### config.mk
export PLATFORM = sky130hd
export DESIGN_NAME = fu_execute_unit_flat
export DESIGN_NICKNAME = d
export VERILOG_FILES = /design/src/rtl/fu_execute_unit_pkg.sv /design/src/rtl/fu_execute_unit_if.sv /design/src/rtl/fu_execute_unit_alu_comb.sv /design/src/rtl/fu_execute_unit.sv /design/src/flat_wrapper.sv
export SDC_FILE = /design/constraint.sdc
export NUM_CORES = 2
export LEC_CHECK = 0
export ABC_AREA = 1
export BUFFER_PORTS_ARGS = -buffer_cell sky130_fd_sc_hd__buf_2
export CAP_MARGIN = 20
export CORE_ASPECT_RATIO = 1.25
export CORE_MARGIN = 2
export CORE_UTILIZATION = 58
export CTS_CLUSTER_DIAMETER = 30
export DETAILED_ROUTE_END_ITERATION = 10
export PLACE_DENSITY_LB_ADDON = 0.3
export SETUP_SLACK_MARGIN = 0.02
export SLEW_MARGIN = 20
export SYNTH_ARGS = -nofsm -noshare
export SYNTH_HDL_FRONTEND = slang
export SYNTH_SLANG_ARGS = --single-unit
### constraint.sdc
create_clock -name clk -period 6.3 [get_ports clk]
set_clock_uncertainty 0.2 [all_clocks]
set_input_delay 0.63 -clock clk [delete_from_list [all_inputs] [get_ports clk]]
set_output_delay 0.63 -clock clk [all_outputs]
set_load 0.05 [all_outputs]
### src/rtl/fu_execute_unit_pkg.sv
// rtl/fu_execute_unit_pkg.sv - shared widths, ALU opcodes and lane state encoding
package exec_pkg;
  localparam int XLEN  = 32;
  localparam int TAG_W = 6;
  localparam int ROB_W = 6;
  localparam int OP_W  = 4;

  localparam logic [OP_W-1:0] ALU_AND  = 4'b0000;
  localparam logic [OP_W-1:0] ALU_OR   = 4'b0001;
  localparam logic [OP_W-1:0] ALU_ADD  = 4'b0010;
  localparam logic [OP_W-1:0] ALU_XOR  = 4'b0011;
  localparam logic [OP_W-1:0] ALU_SLL  = 4'b0100;
  localparam logic [OP_W-1:0] ALU_SRL  = 4'b0101;
  localparam logic [OP_W-1:0] ALU_SUB  = 4'b0110;
  localparam logic [OP_W-1:0] ALU_SRA  = 4'b0111;
  localparam logic [OP_W-1:0] ALU_SLT  = 4'b1000;
  localparam logic [OP_W-1:0] ALU_SLTU = 4'b1001;
  localparam logic [OP_W-1:0] ALU_MUL  = 4'b1010;

  typedef enum logic [1:0] {
    ST_IDLE    = 2'd0,
    ST_BUSY    = 2'd1,
    ST_HOLD_WB = 2'd2,
    ST_HOLD_LS = 2'd3
  } state_e;
endpackage

### src/rtl/fu_execute_unit_if.sv
// rtl/fu_execute_unit_if.sv - issue, wakeup broadcast and LSU request bundle for one lane
interface fu_execute_unit_if;
  import exec_pkg::*;

  logic             issue_valid;
  logic             issue_is_LS;
  logic [TAG_W-1:0] issue_rd_tag;
  logic             issue_alusrc;
  logic [ROB_W-1:0] issue_rob_num;
  logic [XLEN-1:0]  issue_rs1_val;
  logic [XLEN-1:0]  issue_rs2_val;
  logic [XLEN-1:0]  issue_imm;
  logic [OP_W-1:0]  issue_alu_type;
  logic             FU_ready;

  logic             wakeup_valid;
  logic [TAG_W-1:0] wakeup_tag;
  logic [XLEN-1:0]  wakeup_val;
  logic [ROB_W-1:0] wakeup_rob_num;
  logic             wakeup_grant;

  logic             ls_req_valid;
  logic [XLEN-1:0]  ls_addr;
  logic [XLEN-1:0]  ls_store_data;
  logic [TAG_W-1:0] ls_rd_tag;
  logic [ROB_W-1:0] ls_rob_num;
  logic [OP_W-1:0]  ls_alu_type;
  logic             ls_req_ready;

  modport slave (
    input  issue_valid, issue_is_LS, issue_rd_tag, issue_alusrc, issue_rob_num,
           issue_rs1_val, issue_rs2_val, issue_imm, issue_alu_type,
           wakeup_grant, ls_req_ready,
    output FU_ready, wakeup_valid, wakeup_tag, wakeup_val, wakeup_rob_num,
           ls_req_valid, ls_addr, ls_store_data, ls_rd_tag, ls_rob_num, ls_alu_type
  );

  modport master (
    output issue_valid, issue_is_LS, issue_rd_tag, issue_alusrc, issue_rob_num,
           issue_rs1_val, issue_rs2_val, issue_imm, issue_alu_type,
           wakeup_grant, ls_req_ready,
    input  FU_ready, wakeup_valid, wakeup_tag, wakeup_val, wakeup_rob_num,
           ls_req_valid, ls_addr, ls_store_data, ls_rd_tag, ls_rob_num, ls_alu_type
  );
endinterface

### src/rtl/fu_execute_unit_alu_comb.sv
// rtl/fu_execute_unit_alu_comb.sv - single-cycle ALU opcodes; MUL and unused codes yield 0 here
module alu_comb
  import exec_pkg::*;
(
  input  logic [XLEN-1:0] a_i,
  input  logic [XLEN-1:0] b_i,
  input  logic [OP_W-1:0] op_i,
  output logic [XLEN-1:0] result_o
);
  always_comb begin
    result_o = '0;
    case (op_i)
      ALU_AND:  result_o = a_i & b_i;
      ALU_OR:   result_o = a_i | b_i;
      ALU_ADD:  result_o = a_i + b_i;
      ALU_XOR:  result_o = a_i ^ b_i;
      ALU_SLL:  result_o = a_i << b_i[4:0];
      ALU_SRL:  result_o = a_i >> b_i[4:0];
      ALU_SUB:  result_o = a_i - b_i;
      ALU_SRA:  result_o = $unsigned($signed(a_i) >>> b_i[4:0]);
      ALU_SLT:  result_o = {{(XLEN-1){1'b0}}, ($signed(a_i) < $signed(b_i))};
      ALU_SLTU: result_o = {{(XLEN-1){1'b0}}, (a_i < b_i)};
      default:  result_o = '0;
    endcase
  end
endmodule

### src/rtl/fu_execute_unit.sv
// rtl/fu_execute_unit.sv - execution lane: issue accept, MUL countdown, hold-until-taken result/LSU request
module fu_execute_unit
  import exec_pkg::*;
#(
  parameter int unsigned MUL_LAT = 3
) (
  input  logic               clk,
  input  logic               reset,
  fu_execute_unit_if.slave   bus
);
  state_e          state_q, state_d;
  logic [3:0]      cnt_q, cnt_d;
  logic [TAG_W-1:0] tag_q;
  logic [ROB_W-1:0] rob_q;
  logic [OP_W-1:0]  op_q;
  logic [XLEN-1:0]  val_q, addr_q, sdata_q, mul_a_q, mul_b_q;

  logic [XLEN-1:0] operand_b, alu_res;
  logic            fu_ready, accept, is_mul;

  assign operand_b = bus.issue_alusrc ? bus.issue_imm : bus.issue_rs2_val;
  assign is_mul    = (bus.issue_alu_type == ALU_MUL);

  alu_comb u_alu (
    .a_i      (bus.issue_rs1_val),
    .b_i      (operand_b),
    .op_i     (bus.issue_alu_type),
    .result_o (alu_res)
  );

  // A slot freed by a grant/accept this cycle can be refilled on the same edge.
  always_comb begin
    fu_ready = 1'b0;
    case (state_q)
      ST_IDLE:    fu_ready = 1'b1;
      ST_HOLD_WB: fu_ready = bus.wakeup_grant;
      ST_HOLD_LS: fu_ready = bus.ls_req_ready;
      default:    fu_ready = 1'b0;
    endcase
  end

  assign accept = bus.issue_valid && fu_ready;

  always_comb begin
    state_d = state_q;
    cnt_d   = cnt_q;
    case (state_q)
      ST_BUSY: begin
        if (cnt_q == 4'd0) state_d = ST_HOLD_WB;
        else               cnt_d   = cnt_q - 4'd1;
      end
      ST_HOLD_WB: if (bus.wakeup_grant) state_d = ST_IDLE;
      ST_HOLD_LS: if (bus.ls_req_ready) state_d = ST_IDLE;
      default:    state_d = state_q;
    endcase
    if (accept) begin
      if (bus.issue_is_LS) begin
        state_d = ST_HOLD_LS;
      end else if (is_mul) begin
        state_d = ST_BUSY;
        cnt_d   = 4'(MUL_LAT - 1);
      end else begin
        state_d = ST_HOLD_WB;
      end
    end
  end

  always_ff @(posedge clk) begin
    if (reset) begin
      state_q <= ST_IDLE;
      cnt_q   <= '0;
      tag_q   <= '0;
      rob_q   <= '0;
      op_q    <= '0;
      val_q   <= '0;
      addr_q  <= '0;
      sdata_q <= '0;
      mul_a_q <= '0;
      mul_b_q <= '0;
    end else begin
      state_q <= state_d;
      cnt_q   <= cnt_d;
      if (accept) begin
        tag_q   <= bus.issue_rd_tag;
        rob_q   <= bus.issue_rob_num;
        op_q    <= bus.issue_alu_type;
        addr_q  <= bus.issue_rs1_val + bus.issue_imm;
        sdata_q <= bus.issue_rs2_val;
        mul_a_q <= bus.issue_rs1_val;
        mul_b_q <= operand_b;
        if (!bus.issue_is_LS && !is_mul) val_q <= alu_res;
      end else if (state_q == ST_BUSY && cnt_q == 4'd0) begin
        val_q <= mul_a_q * mul_b_q;
      end
    end
  end

  assign bus.FU_ready       = fu_ready;
  assign bus.wakeup_valid   = (state_q == ST_HOLD_WB);
  assign bus.wakeup_tag     = tag_q;
  assign bus.wakeup_val     = val_q;
  assign bus.wakeup_rob_num = rob_q;
  assign bus.ls_req_valid   = (state_q == ST_HOLD_LS);
  assign bus.ls_addr        = addr_q;
  assign bus.ls_store_data  = sdata_q;
  assign bus.ls_rd_tag      = tag_q;
  assign bus.ls_rob_num     = rob_q;
  assign bus.ls_alu_type    = op_q;
endmodule
### src/flat_wrapper.sv
// flat-port wrapper written by rule: the top's interface ports become plain ports
module fu_execute_unit_flat import exec_pkg::*;
#(
  parameter int unsigned MUL_LAT = 3
)
  (clk, reset, bus_issue_valid, bus_issue_is_LS, bus_issue_rd_tag, bus_issue_alusrc, bus_issue_rob_num, bus_issue_rs1_val, bus_issue_rs2_val, bus_issue_imm, bus_issue_alu_type, bus_wakeup_grant, bus_ls_req_ready, bus_FU_ready, bus_wakeup_valid, bus_wakeup_tag, bus_wakeup_val, bus_wakeup_rob_num, bus_ls_req_valid, bus_ls_addr, bus_ls_store_data, bus_ls_rd_tag, bus_ls_rob_num, bus_ls_alu_type);
  fu_execute_unit_if bus_i ();
  input  logic clk;
  input  logic reset;
  input wire logic [$bits(bus_i.issue_valid)-1:0] bus_issue_valid;
  input wire logic [$bits(bus_i.issue_is_LS)-1:0] bus_issue_is_LS;
  input wire logic [$bits(bus_i.issue_rd_tag)-1:0] bus_issue_rd_tag;
  input wire logic [$bits(bus_i.issue_alusrc)-1:0] bus_issue_alusrc;
  input wire logic [$bits(bus_i.issue_rob_num)-1:0] bus_issue_rob_num;
  input wire logic [$bits(bus_i.issue_rs1_val)-1:0] bus_issue_rs1_val;
  input wire logic [$bits(bus_i.issue_rs2_val)-1:0] bus_issue_rs2_val;
  input wire logic [$bits(bus_i.issue_imm)-1:0] bus_issue_imm;
  input wire logic [$bits(bus_i.issue_alu_type)-1:0] bus_issue_alu_type;
  input wire logic [$bits(bus_i.wakeup_grant)-1:0] bus_wakeup_grant;
  input wire logic [$bits(bus_i.ls_req_ready)-1:0] bus_ls_req_ready;
  output wire logic [$bits(bus_i.FU_ready)-1:0] bus_FU_ready;
  output wire logic [$bits(bus_i.wakeup_valid)-1:0] bus_wakeup_valid;
  output wire logic [$bits(bus_i.wakeup_tag)-1:0] bus_wakeup_tag;
  output wire logic [$bits(bus_i.wakeup_val)-1:0] bus_wakeup_val;
  output wire logic [$bits(bus_i.wakeup_rob_num)-1:0] bus_wakeup_rob_num;
  output wire logic [$bits(bus_i.ls_req_valid)-1:0] bus_ls_req_valid;
  output wire logic [$bits(bus_i.ls_addr)-1:0] bus_ls_addr;
  output wire logic [$bits(bus_i.ls_store_data)-1:0] bus_ls_store_data;
  output wire logic [$bits(bus_i.ls_rd_tag)-1:0] bus_ls_rd_tag;
  output wire logic [$bits(bus_i.ls_rob_num)-1:0] bus_ls_rob_num;
  output wire logic [$bits(bus_i.ls_alu_type)-1:0] bus_ls_alu_type;
  assign bus_i.issue_valid = bus_issue_valid;
  assign bus_i.issue_is_LS = bus_issue_is_LS;
  assign bus_i.issue_rd_tag = bus_issue_rd_tag;
  assign bus_i.issue_alusrc = bus_issue_alusrc;
  assign bus_i.issue_rob_num = bus_issue_rob_num;
  assign bus_i.issue_rs1_val = bus_issue_rs1_val;
  assign bus_i.issue_rs2_val = bus_issue_rs2_val;
  assign bus_i.issue_imm = bus_issue_imm;
  assign bus_i.issue_alu_type = bus_issue_alu_type;
  assign bus_i.wakeup_grant = bus_wakeup_grant;
  assign bus_i.ls_req_ready = bus_ls_req_ready;
  assign bus_FU_ready = bus_i.FU_ready;
  assign bus_wakeup_valid = bus_i.wakeup_valid;
  assign bus_wakeup_tag = bus_i.wakeup_tag;
  assign bus_wakeup_val = bus_i.wakeup_val;
  assign bus_wakeup_rob_num = bus_i.wakeup_rob_num;
  assign bus_ls_req_valid = bus_i.ls_req_valid;
  assign bus_ls_addr = bus_i.ls_addr;
  assign bus_ls_store_data = bus_i.ls_store_data;
  assign bus_ls_rd_tag = bus_i.ls_rd_tag;
  assign bus_ls_rob_num = bus_i.ls_rob_num;
  assign bus_ls_alu_type = bus_i.ls_alu_type;
  fu_execute_unit #(.MUL_LAT(MUL_LAT)) u_core (.clk(clk), .reset(reset), .bus(bus_i));
endmodule
**Word-level counts from Yosys, hierarchy flattened**

Cells that the tools add are included.

- Register bits: 182
- Input bits: 119
- Output and inout port bits: 127
- Logic and storage cells: 70

- Bitwise operators: 3
- Muxes and demuxes: 18
- $mul: 1
- Shift operators: 3
- $lt $le $gt $ge: 2
- Equality and inequality tests: 17
- Reductions and logical operators: 12
- $add $sub $neg: 4

Operators with widths:

| operator | count |
|---|---|
| $pmux W32 S10 | 1 |
| $mux W32 | 4 |
| $add A32 B32 Y32 | 2 |
| $lt A32 B32 Y1 | 2 |
| $and A32 B32 Y32 | 1 |
| $mul A32 B32 Y32 | 1 |
| $or A32 B32 Y32 | 1 |
| $shl A32 B5 Y32 | 1 |
| $shr A32 B5 Y32 | 1 |
| $sshr A32 B5 Y32 | 1 |
| $sub A32 B32 Y32 | 1 |
| $xor A32 B32 Y32 | 1 |
| $mux W4 | 5 |
| $eq A4 B3 Y1 const B | 4 |
| $eq A4 B4 Y1 const B | 3 |
| $mux W2 | 6 |
| $ne A3 B2 Y1 const B | 3 |
| $eq A4 B2 Y1 const B | 2 |
| $logic_not A4 Y1 | 2 |
| $pmux W2 S3 | 1 |
| $eq A2 B2 Y1 const B | 2 |
| $eq A4 B1 Y1 const B | 1 |
| $reduce_and A4 Y1 | 1 |
| $reduce_bool A4 Y1 | 1 |
| other kinds (9) | 12 |

**Depth between registers and ports, before layout**

- Depth after elaboration: 6
- Mapped depth: 39
- Gate-level depth less buffers: 37

**By module**

A second synthesis with hierarchy kept.

- Cell total of the unflattened synthesis: 5655
- Area, all modules: 35825.6 µm²

Modules (own cells, without submodules):

| module | area each (µm²) | sequential area each (µm²) | cells each | times used |
|---|---|---|---|---|
| fu_execute_unit | 25680.9 | 3643.5 | 3533 | 1 |
| alu_comb | 10144.7 | 0.0 | 2122 | 1 |

**Worst setup path after synthesis**

OpenSTA, ideal clock, no wires.

- Path kind: reg2reg
- From: reg u_core.mul_b_q[5]
- To: reg u_core.val_q[27] (netlist: u_core.bus.wakeup_val[27])
- Path buffers: 2
- Path slack: -0.696 ns
- Cell stages (with the launch flop): 30
- Library setup time: 0.120 ns
- Arrival time: 6.676 ns
- Data required time: 5.980 ns
- Cells stage by stage: dfxtp_1 -> clkbuf_1 -> buf_1 -> nand2_1 -> inv_1 -> fa_1 -> fa_1 -> fa_1 -> inv_1 -> fa_1 -> inv_1 -> fa_1 -> inv_1 -> fa_1 -> inv_1 -> fa_1 -> fa_1 -> ha_1 -> nand2_1 -> nor2_1 -> nor3b_1 -> nand4_1 -> nand3_1 -> a21o_1 -> a21oi_1 -> or2_2 -> nand3_1 -> nand2_1 -> inv_1 -> a21oi_1

- Cells in the longest elaborated chain, start to end: 3

Ends and longest elaborated chain:

| what | line | source |
|---|---|---|
| from (decl) | fu_execute_unit.sv:16 | `logic [XLEN-1:0] val_q, addr_q, sdata_q, mul_a_q, mul_b_q;` |
| from (signal assigned) | fu_execute_unit.sv:90 | `mul_b_q <= operand_b;` |
| $mul A32 B32 Y32 | fu_execute_unit.sv:93 | `val_q <= mul_a_q * mul_b_q;` |
| $mux W32 | fu_execute_unit.sv:92 | `end else if (state_q == ST_BUSY && cnt_q == 4'd0) begin` |
| $mux W32 | fu_execute_unit.sv:83 | `if (accept) begin` |
| to (signal assigned) | fu_execute_unit.sv:91 | `if (!bus.issue_is_LS && !is_mul) val_q <= alu_res;` |
| to (signal assigned) | fu_execute_unit.sv:93 |  |
| to (decl) | fu_execute_unit.sv:16 |  |

Every way passes these cells. The select of a mux whose other input is x is not followed.
A chain may end at the register's enable or synchronous reset.

**Final worst setup path**

- From: reg u_core.mul_b_q[4]
- To: reg u_core.val_q[25] (netlist: u_core.bus.wakeup_val[25])

Same word-level chain as after synthesis.

==> results.md <==
Status:
- The run finished, with violations left.
- The checks that failed: setup timing.

GRT:
- The first global-routing pass estimated roughly 220,000 um of wire.
- The met1 usage in global routing is 52.7%.
- For this run, global-route usage on met3 was measured as roughly a tenth.
- Across every metal layer, demand over resource in global routing totals between 40% and 50%.
- The global-route congestion overflow total is 0.
- The met2 track utilization from global routing is about four fifths.
- The largest net degree at the start of global routing is 95.
- met2 is the most crowded layer.
- The initial antenna violation count is 6.
- The number of global-route vias before repair is 38,215.

Critical path:
- The cell with the biggest individual delay on the critical path is fa_1.
- The worst register-to-register path ends at u_core.bus.wakeup_val[25]$_SDFFE_PP0P_.
- STA classifies the critical path startpoint as a flop.
- The worst register-to-register path begins at u_core.mul_b_q[4]$_SDFFE_PP0P_.
- The setup slack of the most critical reg-to-reg path is -0.87 ns.
- The worst setup path category is reg -> reg.
- The worst path required time is about 6.5 ns.
- Counting cells, the worst reg-to-reg path comes to 27.
- In this design, the stage delay of the slowest critical-path cell is 0.58 ns.
- The cell that appears most often on the critical path is fa_1.
- The data arrival at the endpoint of the critical path is ~7.4 ns.
- The worst setup path is captured at a flop.
- In this run the worst path has a maximum fanout of 17.

Worst hold path:
- The launch point of the worst hold path is bus_issue_rd_tag[2].
- The instance count along the most critical hold path is 3.
- The capture endpoint of the worst hold path is u_core.bus.ls_rd_tag[2]$_SDFFE_PP0P_.
- In this run the worst hold path is classified as in -> reg.

Routing:
- After detailed routing, the number of remaining DRC violations is 0.
- The number of vias per cell is between 6 and 7.
- The total wire length after detailed routing is 153,000 um.
- The count of antenna-violating nets left after detailed routing is 0.
- Before antenna repair, the detailed router went through 7 iterations.
- The DRC marker count from the first detailed-route iteration is 4,411.
- After detailed routing, the average wire length per cell comes to approximately 24 um.
- The total number of vias is about 39,000.

Finish:
- The finished layout holds 6,332 standard cells, fillers aside.
- The net count of the finished layout is 6,341.
- After routing the design area is between 40,000 and 50,000 sq um.
- The share of final-layout standard cells stronger than drive strength 1 is between 10% and 20%.
- The post-synthesis to final-layout area growth is 17.2%.
- The filler cells instantiated in the layout total ~4,900.

Logic synthesis:
- The mapped cell area is 34,400 sq um.
- The number of warnings reported in the yosys synthesis log is 0.
- The commonest cells after synthesis are nand2_1, inv_1, fa_1.
- Counting every instance in the synthesized netlist gives around 5,200.
- Summed over all instances, the cell type with the most area after synthesis is fa_1.
- After synthesis, the cell types taking the most area are fa_1, nand2_1, inv_1, dfxtp_1, ha_1.
- The synthesized design contains 0 enable-type register cells.
- The post-synthesis sequential area ratio is 10.6%.
- Synthesis inferred 182 register bits.
- The synthesized netlist net count is about 6,000.
- The number of library cell types mapped by synthesis is 57.
- The fraction of registers with async set or reset after synthesis is 0%.
- The average footprint of a synthesized cell is approximately 6.6 sq um.
- For this run, the leading register cell type out of synthesis is dfxtp_1.
- Summed over its instances, the top area cell type makes up 23.9% of the synthesized netlist area.
- The most frequent cell after synthesis is nand2_1.

Placed design:
- The count of buffers inserted at the top-level ports is ~250.
- The pre-CTS setup slack is -0.663 ns.
- The last weighted congestion value of the routability-driven placer is approximately 1.1.
- The placed instances occupy a cell area of around 38,000 sq um.
- In this run, placement finished with an instance count of 6,257.
- The sum of net half-perimeters after detailed placement is approximately 120,000 um.

Clocking:
- The clock tree buffer depth is 2.
- TritonCTS built the clock tree.
- The count of hold buffers inserted by post-cts repair is 0.
- The number of buffers inserted during clock tree synthesis is 17.
- The master cell of the clock root buffer is clkbuf_16.
- The count of H-tree levels built during CTS is 4.
- The clock reaches the later pin of the worst-skew pair after 0.51 ns.
- For this design, the sink count on the clock tree is approximately 180.
- The clock slew at the register clock pins of the worst setup and hold paths is around 0.08 ns.

Die:
- In this run the vertical extent of the chip is roughly 280 um.
- The core region area is between 50,000 and 60,000 sq um.
- The die area is 61,300 sq um.
- Row generation in the floorplan step produced between 90 and 100 rows.
- The number of top-level pins is ~250.
- Once the floorplan was initialized, standard cells occupied 58.8% of the core.
- The die span in x is around 220 um.

Timing:
- The final max-slew violation count is 0.
- After layout, the minimum clock period comes to around 7.2 ns.
- Headroom to the max-slew limit came out at about a fifth.
- The total of endpoints with negative setup slack in the final report is 19.
- The count of endpoints failing hold in the final timing report is 0.
- Setup repair after global routing could not meet its margin everywhere.
- Dividing the final minimum period by the clock period gives 114%.
- Across all setup checks in the final design, the least slack found is -0.868 ns.
- For the pin with the worst max-slew slack, the measured transition is 1.19 ns.
- The timing-limited maximum frequency is 140 MHz.

Flow run:
- Across the run, the number of max-cap violations was 0.

Power:
- In this run the power density over the cells is approximately 370 nW/um^2.
- The worst-case IR drop observed on VDD is 481 uV.
- The cell leakage power is 0.0225 uW.
-- layout by cell type (no fill, tap or decap), types with 14 or more instances in the layout --
cell type	n
inv_2	43
a21oi_2	31
xor2_1	29
buf_4	277
a31oi_1	17
fa_1	392
o21ai_1	117
nand3_1	157
ha_4	28
dfxtp_1	158
nand3b_1	16
ha_1	222
inv_1	1042
a21o_1	14
buf_6	19
or2_2	34
nand4_1	42
dfxtp_2	17
o21bai_1	17
o21ai_0	341
buf_2	245
xnor2_1	15
a21oi_1	234
nor2_1	379
a211oi_1	38
o221ai_1	14
nor3_1	28
nand2_1	1249
o21ai_2	20
clkbuf_16	17
o211ai_1	31
o22ai_1	32
buf_12	40
fa_2	19
nand2_2	25
-- power by group --
group / internal, uW / switching [uW]
Clock: 579 / 625
Combinational: 4930 / 7310
Sequential: 1320 / 184
-- per-layer routing --
| layer | vias up | wire length, um |
|---|---|---|
| li1 | 16820 | - |
| met1 | 18056 | 50500 |
| met2 | 2710 | 69100 |
| met3 | 1059 | 16000 |
| met4 | 6 | 17700 |
| met5 | - | 41 |
-- kinds of logic (layout without fill, tap and decap cells) --
family                     count (synthesis)  in the layout  share of synthesized area, %
xor gates and xnor gates                  45             45                          1.15
other                                      0              3                             0
AOI/OAI and AO/OA                        970            970                          15.8
and+or+nand+nor                         2002           2002                          23.6
buffers and inverters                   1370           1703                          15.5
DFF                                      182            182                          10.6
adders and majority gates                663            663                          33.1
muxes                                      7              7                         0.204
-- through the flow --
stage / hold slack (ns) / util (%) / setup TNS (ns) / total power (uW)
finish: 0.172 / 68.9 / -10.54 / 15000
detailed placement: 0.264 / 65.2 / -9.27 / 10500
floorplan: 0.251 / - / -0.667 / 6900
CTS: 0.151 / 68.0 / -5.14 / 13300
global placement: 0.257 / 65.2 / -7.14 / 10400
global route: 0.190 / 68.9 / -15.64 / 15700
-- worst max-delay path, delay by kind of cell, from the launching register on --
| family | cells | cell delay [ns] |
|---|---|---|
| fa+ha+maj | 9 | 4.25 |
| compound gates | 5 | 0.75 |
| buf+inv | 8 | 0.83 |
| flops | 1 | 0.36 |
| simple gates | 5 | 0.63 |
-- cell type report --
type / instances / area, sq um / area share [%]
antenna: 3 / 7.51 / 0.0186
clock buffer: 17 / 425 / 1.06
clock inverter: 15 / 203 / 0.503
inverter: 1089 / 4100 / 10.2
multi-input combinational: 3687 / 26600 / 65.9
sequential: 182 / 3690 / 9.16
tap: 757 / 947 / 2.35
timing repair buffer: 582 / 4350 / 10.8
-- what timing repair did --
item	4_1_cts	5_1_grt
cloned	2	0
pin swaps	87	94
setup buffers	33	8
endpoints found under the setup margin	19	22
gates resized for setup	187	125
hold endpoints to repair	0	0
-- registers in the layout, indices dropped and copies added (netlist names) --
name	count
u_core.mul_a_q	32
u_core.mul_b_q	32
u_core.state_q	2
u_core.cnt_q	4
u_core.bus.ls_rob_num	6
u_core.bus.ls_alu_type	4
u_core.bus.ls_store_data	32
u_core.bus.ls_rd_tag	6
u_core.bus.wakeup_val	32
u_core.bus.ls_addr	32
-- how the worst max path moves through the flow --
stage                                              start                                      to  slack, ns
final                     u_core.mul_b_q[4]$_SDFFE_PP0P_  u_core.bus.wakeup_val[25]$_SDFFE_PP0P_      -0.87
after global routing      u_core.mul_b_q[4]$_SDFFE_PP0P_  u_core.bus.wakeup_val[27]$_SDFFE_PP0P_      -1.15
after CTS                 u_core.mul_b_q[2]$_SDFFE_PP0P_  u_core.bus.wakeup_val[27]$_SDFFE_PP0P_      -0.43
after detailed placement  u_core.mul_b_q[5]$_SDFFE_PP0P_  u_core.bus.wakeup_val[18]$_SDFFE_PP0P_      -0.66
after global placement    u_core.mul_b_q[5]$_SDFFE_PP0P_  u_core.bus.wakeup_val[25]$_SDFFE_PP0P_      -0.58
after floorplan           u_core.mul_b_q[7]$_SDFFE_PP0P_  u_core.bus.wakeup_val[27]$_SDFFE_PP0P_      -0.27
No activity file was read; power rests on OpenSTA's default activity.
